### config.mk
export PLATFORM = sky130hd
export DESIGN_NAME = dma_req_arbiter
export DESIGN_NICKNAME = d
export VERILOG_FILES = /design/src/rtl/dma_req_arbiter_pkg.sv /design/src/rtl/dma_req_arbiter_fifo.sv /design/src/rtl/dma_req_arbiter.sv
export SDC_FILE = /design/constraint.sdc
export NUM_CORES = 1
export LEC_CHECK = 0
export BUFFER_PORTS_ARGS = -buffer_cell sky130_fd_sc_hd__buf_2
export CORE_AREA = 2 2 191 193
export CTS_CLUSTER_DIAMETER = 50
export CTS_CLUSTER_SIZE = 30
export DETAILED_ROUTE_END_ITERATION = 16
export DIE_AREA = 0 0 193 195
export MAX_ROUTING_LAYER = met4
export SLEW_MARGIN = 30
export SYNTH_ARGS = -nofsm -noshare
export SYNTH_HDL_FRONTEND = slang
export SYNTH_HIERARCHICAL = 1
export SYNTH_SLANG_ARGS = --single-unit
### constraint.sdc
create_clock -name clk_i -period 6.54 [get_ports clk_i]
set_clock_uncertainty 0.05 [all_clocks]
set_input_delay 0.654 -clock clk_i [delete_from_list [all_inputs] [get_ports clk_i]]
set_output_delay 0.654 -clock clk_i [all_outputs]
set_load 0.01 [all_outputs]
### src/rtl/dma_req_arbiter_pkg.sv
// Shared defaults and helpers for the DMA request arbiter.
//   - NUM_REQ_DEF / MAX_OUT_DEF / MAX_PER_REQ_DEF : default limits
//   - dma_descr_t : default descriptor payload (the cluster passes its own type)
//   - rr_wrap     : modular index advance used by the round-robin and FIFO pointers
package dma_req_arbiter_pkg;

    localparam int unsigned NUM_REQ_DEF     = 4;
    localparam int unsigned MAX_OUT_DEF     = 8;
    localparam int unsigned MAX_PER_REQ_DEF = 4;

    localparam int unsigned ADDR_W = 32;
    localparam int unsigned LEN_W  = 32;

    // Default descriptor shape; matches the frontend's transfer descriptor layout.
    typedef struct packed {
        logic [ADDR_W-1:0] src_addr;
        logic [ADDR_W-1:0] dst_addr;
        logic [LEN_W-1:0]  num_bytes;
    } dma_descr_t;

    // (base + off) mod n, valid for base < n and off <= n.
    function automatic int unsigned rr_wrap(input int unsigned base,
                                            input int unsigned off,
                                            input int unsigned n);
        int unsigned sum;
        sum = base + off;
        return (sum >= n) ? (sum - n) : sum;
    endfunction

endpackage

### src/rtl/dma_req_arbiter_fifo.sv
// In-order index FIFO recording which requester owns each issued transfer.
// Head is read straight from storage (no fall-through).
//   clk_i, rst_ni : clock, async active-low reset
//   push_i/data_i : enqueue an index (accepted when not full, or full with a pop)
//   pop_i/data_o  : dequeue head (ignored when empty)
//   empty_o       : FIFO holds no entries
//   usage_o       : current occupancy
module dma_req_arbiter_fifo
    import dma_req_arbiter_pkg::*;
#(
    parameter int unsigned DataW  = 2,
    parameter int unsigned Depth  = 8,
    parameter int unsigned UsageW = 4
) (
    input  logic              clk_i,
    input  logic              rst_ni,
    input  logic              push_i,
    input  logic [DataW-1:0]  data_i,
    input  logic              pop_i,
    output logic [DataW-1:0]  data_o,
    output logic              empty_o,
    output logic [UsageW-1:0] usage_o
);

    localparam int unsigned PtrW = (Depth > 1) ? $clog2(Depth) : 1;

    logic [DataW-1:0]  r_mem [Depth];
    logic [PtrW-1:0]   r_wr_ptr;
    logic [PtrW-1:0]   r_rd_ptr;
    logic [UsageW-1:0] r_usage;

    logic              w_full;
    logic              w_empty;
    logic              w_do_push;
    logic              w_do_pop;
    logic [PtrW-1:0]   w_wr_ptr_nxt;
    logic [PtrW-1:0]   w_rd_ptr_nxt;

    assign w_full  = (r_usage == UsageW'(Depth));
    assign w_empty = (r_usage == '0);

    // A pop in the same cycle frees the slot, so a push into a full FIFO is kept.
    assign w_do_pop  = pop_i & ~w_empty;
    assign w_do_push = push_i & (~w_full | w_do_pop);

    assign w_wr_ptr_nxt = PtrW'(rr_wrap(32'(r_wr_ptr), 1, Depth));
    assign w_rd_ptr_nxt = PtrW'(rr_wrap(32'(r_rd_ptr), 1, Depth));

    // Storage: data only, no reset needed.
    always_ff @(posedge clk_i) begin
        if (w_do_push) begin
            r_mem[r_wr_ptr] <= data_i;
        end
    end

    // Pointers and occupancy.
    always_ff @(posedge clk_i or negedge rst_ni) begin
        if (!rst_ni) begin
            r_wr_ptr <= '0;
            r_rd_ptr <= '0;
            r_usage  <= '0;
        end else begin
            if (w_do_push) begin
                r_wr_ptr <= w_wr_ptr_nxt;
            end
            if (w_do_pop) begin
                r_rd_ptr <= w_rd_ptr_nxt;
            end
            if (w_do_push && !w_do_pop) begin
                r_usage <= r_usage + UsageW'(1);
            end else if (!w_do_push && w_do_pop) begin
                r_usage <= r_usage - UsageW'(1);
            end
        end
    end

    assign data_o  = r_mem[r_rd_ptr];
    assign empty_o = w_empty;
    assign usage_o = r_usage;

endmodule

### src/rtl/dma_req_arbiter.sv
// Round-robin arbiter sharing the DMA frontend's single descriptor port among
// NumReq requesters, with per-requester and global in-flight limits and
// in-order routing of completion pulses back to the owning requester.
//   clk_i, rst_ni        : clock, async active-low reset
//   req_valid_i/ready_o  : per-requester descriptor handshake (ready is comb, one-hot)
//   req_i                : per-requester descriptor
//   rsp_valid_o          : per-requester completion pulse (comb from dma_rsp_valid_i)
//   dma_req_valid_o/_o   : registered descriptor toward the frontend
//   dma_req_ready_i      : frontend accepts the descriptor
//   dma_rsp_valid_i      : frontend completion, one per transfer in issue order
//   busy_o               : output register full or transfers outstanding
//   rsp_err_o            : completion received with nothing outstanding
module dma_req_arbiter
    import dma_req_arbiter_pkg::*;
#(
    parameter int unsigned NumReq         = NUM_REQ_DEF,
    parameter int unsigned MaxOutstanding = MAX_OUT_DEF,
    parameter int unsigned MaxPerReq      = MAX_PER_REQ_DEF,
    parameter type         dma_transf_descr_t = dma_descr_t
) (
    input  logic                           clk_i,
    input  logic                           rst_ni,
    input  logic [NumReq-1:0]              req_valid_i,
    output logic [NumReq-1:0]              req_ready_o,
    input  dma_transf_descr_t [NumReq-1:0] req_i,
    output logic [NumReq-1:0]              rsp_valid_o,
    output logic                           dma_req_valid_o,
    input  logic                           dma_req_ready_i,
    output dma_transf_descr_t              dma_req_o,
    input  logic                           dma_rsp_valid_i,
    output logic                           busy_o,
    output logic                           rsp_err_o
);

    localparam int unsigned IdxW = (NumReq > 1) ? $clog2(NumReq) : 1;
    localparam int unsigned CntW = $clog2(MaxPerReq + 1);
    localparam int unsigned TotW = $clog2(MaxOutstanding + 1);

    // Output stage and arbitration state.
    logic              r_out_valid;
    logic [IdxW-1:0]   r_out_idx;
    dma_transf_descr_t r_out_descr;
    logic [IdxW-1:0]   r_last_ptr;
    logic [CntW-1:0]   r_cnt [NumReq];

    logic              w_issue;
    logic              w_out_free;
    logic              w_room;
    logic              w_any_elig;
    logic              w_grant;
    logic              w_pop;
    logic              w_fifo_empty;
    logic [IdxW-1:0]   w_grant_idx;
    logic [IdxW-1:0]   w_cand;
    logic [IdxW-1:0]   w_fifo_head;
    logic [TotW-1:0]   w_fifo_usage;
    logic [TotW-1:0]   w_total;
    logic [NumReq-1:0] w_eligible;

    assign w_issue    = r_out_valid & dma_req_ready_i;
    assign w_out_free = ~r_out_valid | dma_req_ready_i;
    assign w_total    = w_fifo_usage + TotW'(r_out_valid);
    assign w_room     = (w_total < TotW'(MaxOutstanding));

    // Eligibility from pre-update counters; a same-cycle completion gives no credit.
    always_comb begin
        w_eligible = '0;
        for (int unsigned i = 0; i < NumReq; i++) begin
            w_eligible[i] = req_valid_i[i] & (r_cnt[i] < CntW'(MaxPerReq)) & w_room;
        end
    end

    // Round-robin: first eligible index after r_last_ptr, wrapping.
    always_comb begin
        w_any_elig  = 1'b0;
        w_grant_idx = '0;
        w_cand      = '0;
        for (int unsigned k = 1; k <= NumReq; k++) begin
            w_cand = IdxW'(rr_wrap(32'(r_last_ptr), k, NumReq));
            if (!w_any_elig && w_eligible[w_cand]) begin
                w_any_elig  = 1'b1;
                w_grant_idx = w_cand;
            end
        end
    end

    // Combinational handshake outputs are held quiet while reset is asserted.
    assign w_grant = rst_ni & w_out_free & w_any_elig;
    assign w_pop   = rst_ni & dma_rsp_valid_i & ~w_fifo_empty;

    always_comb begin
        req_ready_o = '0;
        if (w_grant) begin
            req_ready_o[w_grant_idx] = 1'b1;
        end
    end

    always_comb begin
        rsp_valid_o = '0;
        if (w_pop) begin
            rsp_valid_o[w_fifo_head] = 1'b1;
        end
    end

    assign rsp_err_o = rst_ni & dma_rsp_valid_i & w_fifo_empty;

    // Output register; held while valid and not accepted, refilled on accept.
    always_ff @(posedge clk_i or negedge rst_ni) begin
        if (!rst_ni) begin
            r_out_valid <= 1'b0;
            r_out_idx   <= '0;
            r_out_descr <= '0;
            r_last_ptr  <= IdxW'(NumReq - 1);
        end else if (w_grant) begin
            r_out_valid <= 1'b1;
            r_out_idx   <= w_grant_idx;
            r_out_descr <= req_i[w_grant_idx];
            r_last_ptr  <= w_grant_idx;
        end else if (w_issue) begin
            r_out_valid <= 1'b0;
        end
    end

    // Per-requester in-flight counters: +1 on grant, -1 on routed completion.
    always_ff @(posedge clk_i or negedge rst_ni) begin
        if (!rst_ni) begin
            for (int unsigned i = 0; i < NumReq; i++) begin
                r_cnt[i] <= '0;
            end
        end else begin
            for (int unsigned i = 0; i < NumReq; i++) begin
                if (req_ready_o[i] && !rsp_valid_o[i]) begin
                    r_cnt[i] <= r_cnt[i] + CntW'(1);
                end else if (!req_ready_o[i] && rsp_valid_o[i]) begin
                    r_cnt[i] <= r_cnt[i] - CntW'(1);
                end
            end
        end
    end

    dma_req_arbiter_fifo #(
        .DataW  (IdxW),
        .Depth  (MaxOutstanding),
        .UsageW (TotW)
    ) u_idx_fifo (
        .clk_i   (clk_i),
        .rst_ni  (rst_ni),
        .push_i  (w_issue),
        .data_i  (r_out_idx),
        .pop_i   (w_pop),
        .data_o  (w_fifo_head),
        .empty_o (w_fifo_empty),
        .usage_o (w_fifo_usage)
    );

    assign dma_req_valid_o = r_out_valid;
    assign dma_req_o       = r_out_descr;
    assign busy_o          = r_out_valid | ~w_fifo_empty;

endmodule

# == Yosys cells after proc, flatten, opt, wreduce, memory -nomap -nowiden ==
# Memory sizes are Yosys's and may differ from the RTL's.
# Cells that the tools add are included.
# totals
memories,1
wordCells,158
out_inout_bits,107
ramBits,16
register_bits,123
# mem_list
name,words,width,read_ports,rd_ports_with_merged_regs,write_ports,line_no,text
u_idx_fifo.r_mem,8,2,1,0,1,dma_req_arbiter_fifo.sv:27,logic [DataW-1:0] r_mem [Depth];
# op_classes
bitwise_logic,22
reduce_logical,35
n_eq_ne,1
order_cmp,19
mux,44
addsub,23
# ops
op,n
$bmux W96 S2,1
$mux W96,1
$mux W3,10
$lt A2 B3 Y1 const B,6
$sub A3 B1 Y3 const B,6
$and A1 B1 Y1,16
$mux W2,8
$mux W4,4
$logic_and A1 B1 Y1,15
$mux W1,14
$logic_not A1 Y1,13
$add A3 B1 Y3 const B,4
$lt A3 B3 Y1 const B,4
$reduce_bool A2 Y1,6
$ge A3 B3 Y1 const B,3
$add A3 B1 Y4 const B,2
$bmux W1 S2,4
$ge A4 B4 Y1 const B,2
$sub A2 B1 Y2 const B,4
$add A2 B2 Y3 const B,2
$add A2 B3 Y4 const B,1
$add A4 B1 Y4,1
$add A4 B1 Y4 const B,1
$demux W1 S2,2
other kinds (9),14

# == Longest topological paths before layout ==
# logic_depth
ltp_word,24
mapped_depth,14
depth_no_buf,13

# == Hierarchy ==
# The synthesis kept the hierarchy.
# by_module_without_submodules
mod,n_inst,area_per_inst_um2,cells_each,seq_area_each_um2
dma_req_arbiter,1,6894.1,747,2830.2
dma_req_arbiter_fifo,1,1256.2,86,730.7

# == Least setup slack after synthesis ==
# No wires, ideal clock.
# synth_timing
path_kind,input port to flip-flop
from,in req_valid_i[1]
to,reg r_cnt[8] (netlist bit)
n_path_buf,4
cell_stages,14
slack_ns,2.981
t_arrival_ns,3.429
path_cell_list,nand2b_1 -> a2bb2oi_1 -> o2111a_1 -> clkbuf_1 -> buf_2 -> buf_2 -> buf_1 -> nor4_1 -> ha_1 -> inv_1 -> fa_1 -> xor2_1 -> nor2_1 -> xor2_1
# synth_between
elab_chain_len,22
# synth_rtl
item,line_no,text
start: declaration,dma_req_arbiter.sv:23,"input logic [NumReq-1:0] req_valid_i,"
$and A1 B1 Y1 * (2 in series),dma_req_arbiter.sv:69,w_eligible[i] = req_valid_i[i] & (r_cnt[i] < CntW'(MaxPerReq)) & w_room;
$bmux W1 S2,dma_req_arbiter.sv:80,if (!w_any_elig && w_eligible[w_cand]) begin
$mux W1 (implied by the code),dma_req_arbiter.sv:80,
$mux W1,dma_req_arbiter.sv:80,
$logic_not A1 Y1,dma_req_arbiter.sv:80,
$logic_and A1 B1 Y1,dma_req_arbiter.sv:80,
$mux W1,dma_req_arbiter.sv:80,
$logic_not A1 Y1,dma_req_arbiter.sv:80,
(+6 left out),n/a,
$logic_and A1 B1 Y1 (implied by the code),dma_req_arbiter.sv:94,req_ready_o[w_grant_idx] = 1'b1;
$mux W1 (implied by the code),dma_req_arbiter.sv:94,
$demux W1 S2,dma_req_arbiter.sv:94,
$mux W4 *,dma_req_arbiter.sv:93,if (w_grant) begin
named net req_ready_o[1],dma_req_arbiter.sv:24,"output logic [NumReq-1:0] req_ready_o,"
$logic_not A1 Y1,dma_req_arbiter.sv:134,end else if (!req_ready_o[i] && rsp_valid_o[i]) begin
$logic_and A1 B1 Y1,dma_req_arbiter.sv:134,
$reduce_bool A2 Y1 (no source line),n/a,
end signal: indexed assignment,dma_req_arbiter.sv:133,r_cnt[i] <= r_cnt[i] + CntW'(1);
end signal: indexed assignment,dma_req_arbiter.sv:135,r_cnt[i] <= r_cnt[i] - CntW'(1);
end: declaration,dma_req_arbiter.sv:44,logic [CntW-1:0] r_cnt [NumReq];
# The timed path passes the listed nets; every way through them passes the cells marked *. The select of a mux whose other input is x is not followed.
# A chain may end at the register's enable or synchronous reset.

# == Worst setup path in the final report ==
# layout_timing
from,reg u_idx_fifo.r_usage[0] (netlist: u_idx_fifo/usage_o[0])
to,out req_ready_o[0]
# layout_between
elab_chain_len,20
# layout_rtl
item,line_no,text
start: declaration,dma_req_arbiter_fifo.sv:30,logic [UsageW-1:0] r_usage;
start signal: assignment,dma_req_arbiter_fifo.sv:70,r_usage <= r_usage + UsageW'(1);
start signal: assignment,dma_req_arbiter_fifo.sv:72,r_usage <= r_usage - UsageW'(1);
$add A4 B1 Y4 *,dma_req_arbiter.sv:62,assign w_total = w_fifo_usage + TotW'(r_out_valid);
$lt A4 B4 Y1 *,dma_req_arbiter.sv:63,assign w_room = (w_total < TotW'(MaxOutstanding));
$and A1 B1 Y1,dma_req_arbiter.sv:69,
$bmux W1 S2,dma_req_arbiter.sv:80,
$mux W1 (implied by the code),dma_req_arbiter.sv:80,
$mux W1,dma_req_arbiter.sv:80,
$logic_not A1 Y1,dma_req_arbiter.sv:80,
$logic_and A1 B1 Y1,dma_req_arbiter.sv:80,
(+4 left out),n/a,
$logic_not A1 Y1,dma_req_arbiter.sv:80,
$logic_and A1 B1 Y1,dma_req_arbiter.sv:80,
$mux W2,dma_req_arbiter.sv:80,
$lt A2 B3 Y1 (implied by the code) or $ge A2 B1 Y1 (tied branches),dma_req_arbiter.sv:94,
$logic_and A1 B1 Y1 (implied by the code),dma_req_arbiter.sv:94,
$mux W1 (implied by the code),dma_req_arbiter.sv:94,
$demux W1 S2,dma_req_arbiter.sv:94,
$mux W4 *,dma_req_arbiter.sv:93,
end: declaration,dma_req_arbiter.sv:24,
# Every way passes the cells marked *; elsewhere a longest branch is shown, timed or not. The select of a mux whose other input is x is not followed.

==> summary.txt <==
fraction of layout cells with a size suffix above 1 -> 0.429
clock root buffer -> clkbuf_16
Worst-path clk slew -> 0.06 ns
initial antenna violation count -> 8
Syn Inst Count -> 833
Top Ports -> 499
Port Buf Inserts -> 498
# H-tree levels -> 4
outcome -> finished, final reports clean
DIE AREA -> 37600 sq um
Ys Warns -> 6
Core Util, Final -> 0.330
Crit-path slowest cell -> buf_4
clk_lat worst skew -> 0.43 ns
First-pass DRT Iterations -> 5
Final Instance Count excl. Fillers -> 1776
CTS tree -> built
Setup Slack @ Placement -> 2.65 ns
Area Growth Syn to Fin -> 43.3%
CTS Hold Buffers Added -> 0
Pleak -> 5.37 nW
Setup WS post-layout -> 2.77 ns
CTS Sinks -> 139
placed cell count -> 1738
Fmax achieved -> 265 MHz
Hold WC Path Type -> input pin to asynchronous set/reset pin
row cnt -> 69
Placement Cell Area -> 11100 sq um
fill count -> 3743
total setup buffers inserted after CTS -> 0
syn avg cell area -> 9.78 sq um
Detailed Route WL -> 32.6 mm
die height -> 195 um
GRT Util Overall -> 0.173
final instance area -> 11700 sq um
kind of critical path -> flop to output pin
Max VDD drop -> 206 uV
first-pass GRT wire length -> 48.2 mm
initial DRC count -> 359
Buf+Inv Stages, Crit Path -> 2
data required time of the worst path -> 5.84 ns
Unique masters post-synth -> 48
via count -> 8425
ys flop type -> dfrtp_1
Crit. End Element -> output pin
RSZ-0062 raised after global routing -> false
fin crit share -> 0.576
CP Launch Type -> flop
most common cell after layout, fill and taps aside -> buf_2
family with the most delay on the worst path -> simple AND/OR/NAND/NOR gates
Via density -> 4.74
Core ar. -> 35400 sq um
Multi-input gate area -> 4290 sq um
die span in x -> 193 um
crit path max fanout -> 44
PostCTS Resize Cnt -> 0
Hold Slack -> 0.135 ns
Antenna Nets Post-Route -> 0
worst slew pin tran -> 0.945 ns
total power -> 5.46 mW
cell mode on critical path -> nand4_1
Cell Pwr Density -> 467 nW/um^2
Post-synth EDFFs -> 16
clock buffer count from CTS -> 17
max-slew violations -> 0
GPL Wtd Cong -> 0.971
largest net degree at the start of global routing -> 74
Seq cells post-synth -> 139
aggregate global routing overflow -> 0
Initial Utilization -> 0.230
CTS max path bufs -> 2
most frequent cells in the layout -> buf_2, nand2_1, dfrtp_1, mux2i_1
count of final setup violators -> 0
layout net count -> 1702
post-DP HPWL -> 24.9 mm
Seq. cell area -> 3560 sq um
vias in the first global route -> 8509
DRC -> 0
Max Cap Viol -> 0
cell chain of the critical path -> nand4_1, xor2_1, nand4_1, a21oi_4, buf_4, and2_1, buf_2
slowest cell delay on critical path -> 0.49 ns
Async SR Flop Fraction -> 0.885
relative slew slack -> 0.370
final hold vios -> 0
sequential share of the synthesized area -> 0.437
Syn Nets -> 1239
total negative slack -> 0 ns
Crit path arrival time -> 3.06 ns
WL/cell -> 18.4 um
post-layout minimum cycle time -> 3.77 ns
mapped cell area -> 8150 sq um
[worst register-to-register path: cells and delay by family (launching register included)]
family,cells,cell delay [ns]
buffers and inverters,2,1.22
xor gates and xnor gates,1,0.44
AOI/OAI and AO/OA,3,0.87
muxes,1,0.31
and+or+nand+nor,1,0.20
DFF,1,0.46
[cells in the mapped netlist (5+ instances only)]
cell / instances / area (sq um)
nand2_1: 204 / 766
dfrtp_1: 121 / 3030
mux2i_1: 97 / 971
a31oi_1: 96 / 601
o2bb2ai_1: 96 / 841
clkbuf_1: 27 / 101
buf_2: 23 / 115
edfxtp_1: 16 / 480
buf_1: 12 / 45.0
inv_1: 12 / 45.0
xnor2_1: 11 / 96.3
nor2_1: 10 / 37.5
ha_1: 9 / 113
nand2b_1: 9 / 56.3
xor2_1: 9 / 78.8
mux2_2: 7 / 78.8
nor3_1: 7 / 35.0
fa_1: 5 / 100
nand3_1: 5 / 25.0
o211ai_1: 5 / 37.5
[state kept, by name, indices dropped and copies added (netlist names)]
signal,cells
u_idx_fifo/usage_o,4
r_last_ptr,2
u_idx_fifo/r_mem,16
r_cnt,12
dma_req_valid_o,1
dma_req_o,96
r_out_idx,2
u_idx_fifo/r_wr_ptr,3
u_idx_fifo/r_rd_ptr,3
[path summary, 6_finish.rpt]
| kind | start | end | slack (ns) | cells after the start |
|---|---|---|---|---|
| worst max-delay path | u_idx_fifo/usage_o[0]$_DFFE_PN0P_ | req_ready_o[0] | 2.77 | 7 |
| worst min-delay path | rst_ni | u_idx_fifo/usage_o[1]$_DFFE_PN0P_ | 0.13 | 1 |
| worst max register to register | u_idx_fifo/usage_o[0]$_DFFE_PN0P_ | dma_req_o[80]$_DFFE_PN0P_ | 2.85 | 8 |
| worst min register to register | r_cnt[8]$_DFFE_PN0P_ | r_cnt[8]$_DFFE_PN0P_ | 0.41 | 1 |
| max in group asynchronous | rst_ni | dma_req_o[87]$_DFFE_PN0P_ | 5.23 | 2 |
| min in group clk_i | req_i[35] | dma_req_o[35]$_DFFE_PN0P_ | 0.41 | 3 |
[final cells by class]
class                   instances  area share
multi-input cells             616       0.368
flip-flops and latches        139       0.305
repair buffers                510       0.222
well taps                     461      0.0494
clock buffers                  18      0.0367
clock inverters                14      0.0144
inverters                      12     0.00386
diodes                          6     0.00129
[power by group]
group          leakage (nW)  internal (mW)  total, mW  switching, mW
logic                  3.56           1.18       2.87           1.68
registers              1.53           1.29       1.58          0.287
clock network         0.291          0.602       1.01          0.408
[logic make-up (layout without fill, tap and decap cells)]
group                    count (synthesis)  count (layout)  share of synthesized area
adder cells (fa/ha/maj)                 15              15                     0.0273
AND/OR/NAND/NOR                        258             258                      0.132
multiplexers                           110             110                      0.143
XOR/XNOR                                20              20                     0.0215
flip-flops                             139             139                      0.437
buffers and inverters                   78             554                     0.0418
AO/OA/AOI/OAI                          213             213                      0.197
other                                    0               6                          0
[layer usage]
metal,vias to the layer above,GRT usage,share of wire
li1,3989,-,-
met1,4062,0.210,0.42
met2,341,0.281,0.50
met3,33,0.0417,0.062
met4,0,0.0570,0.018
met5,-,-,0
(Power assumes the default switching activity.)
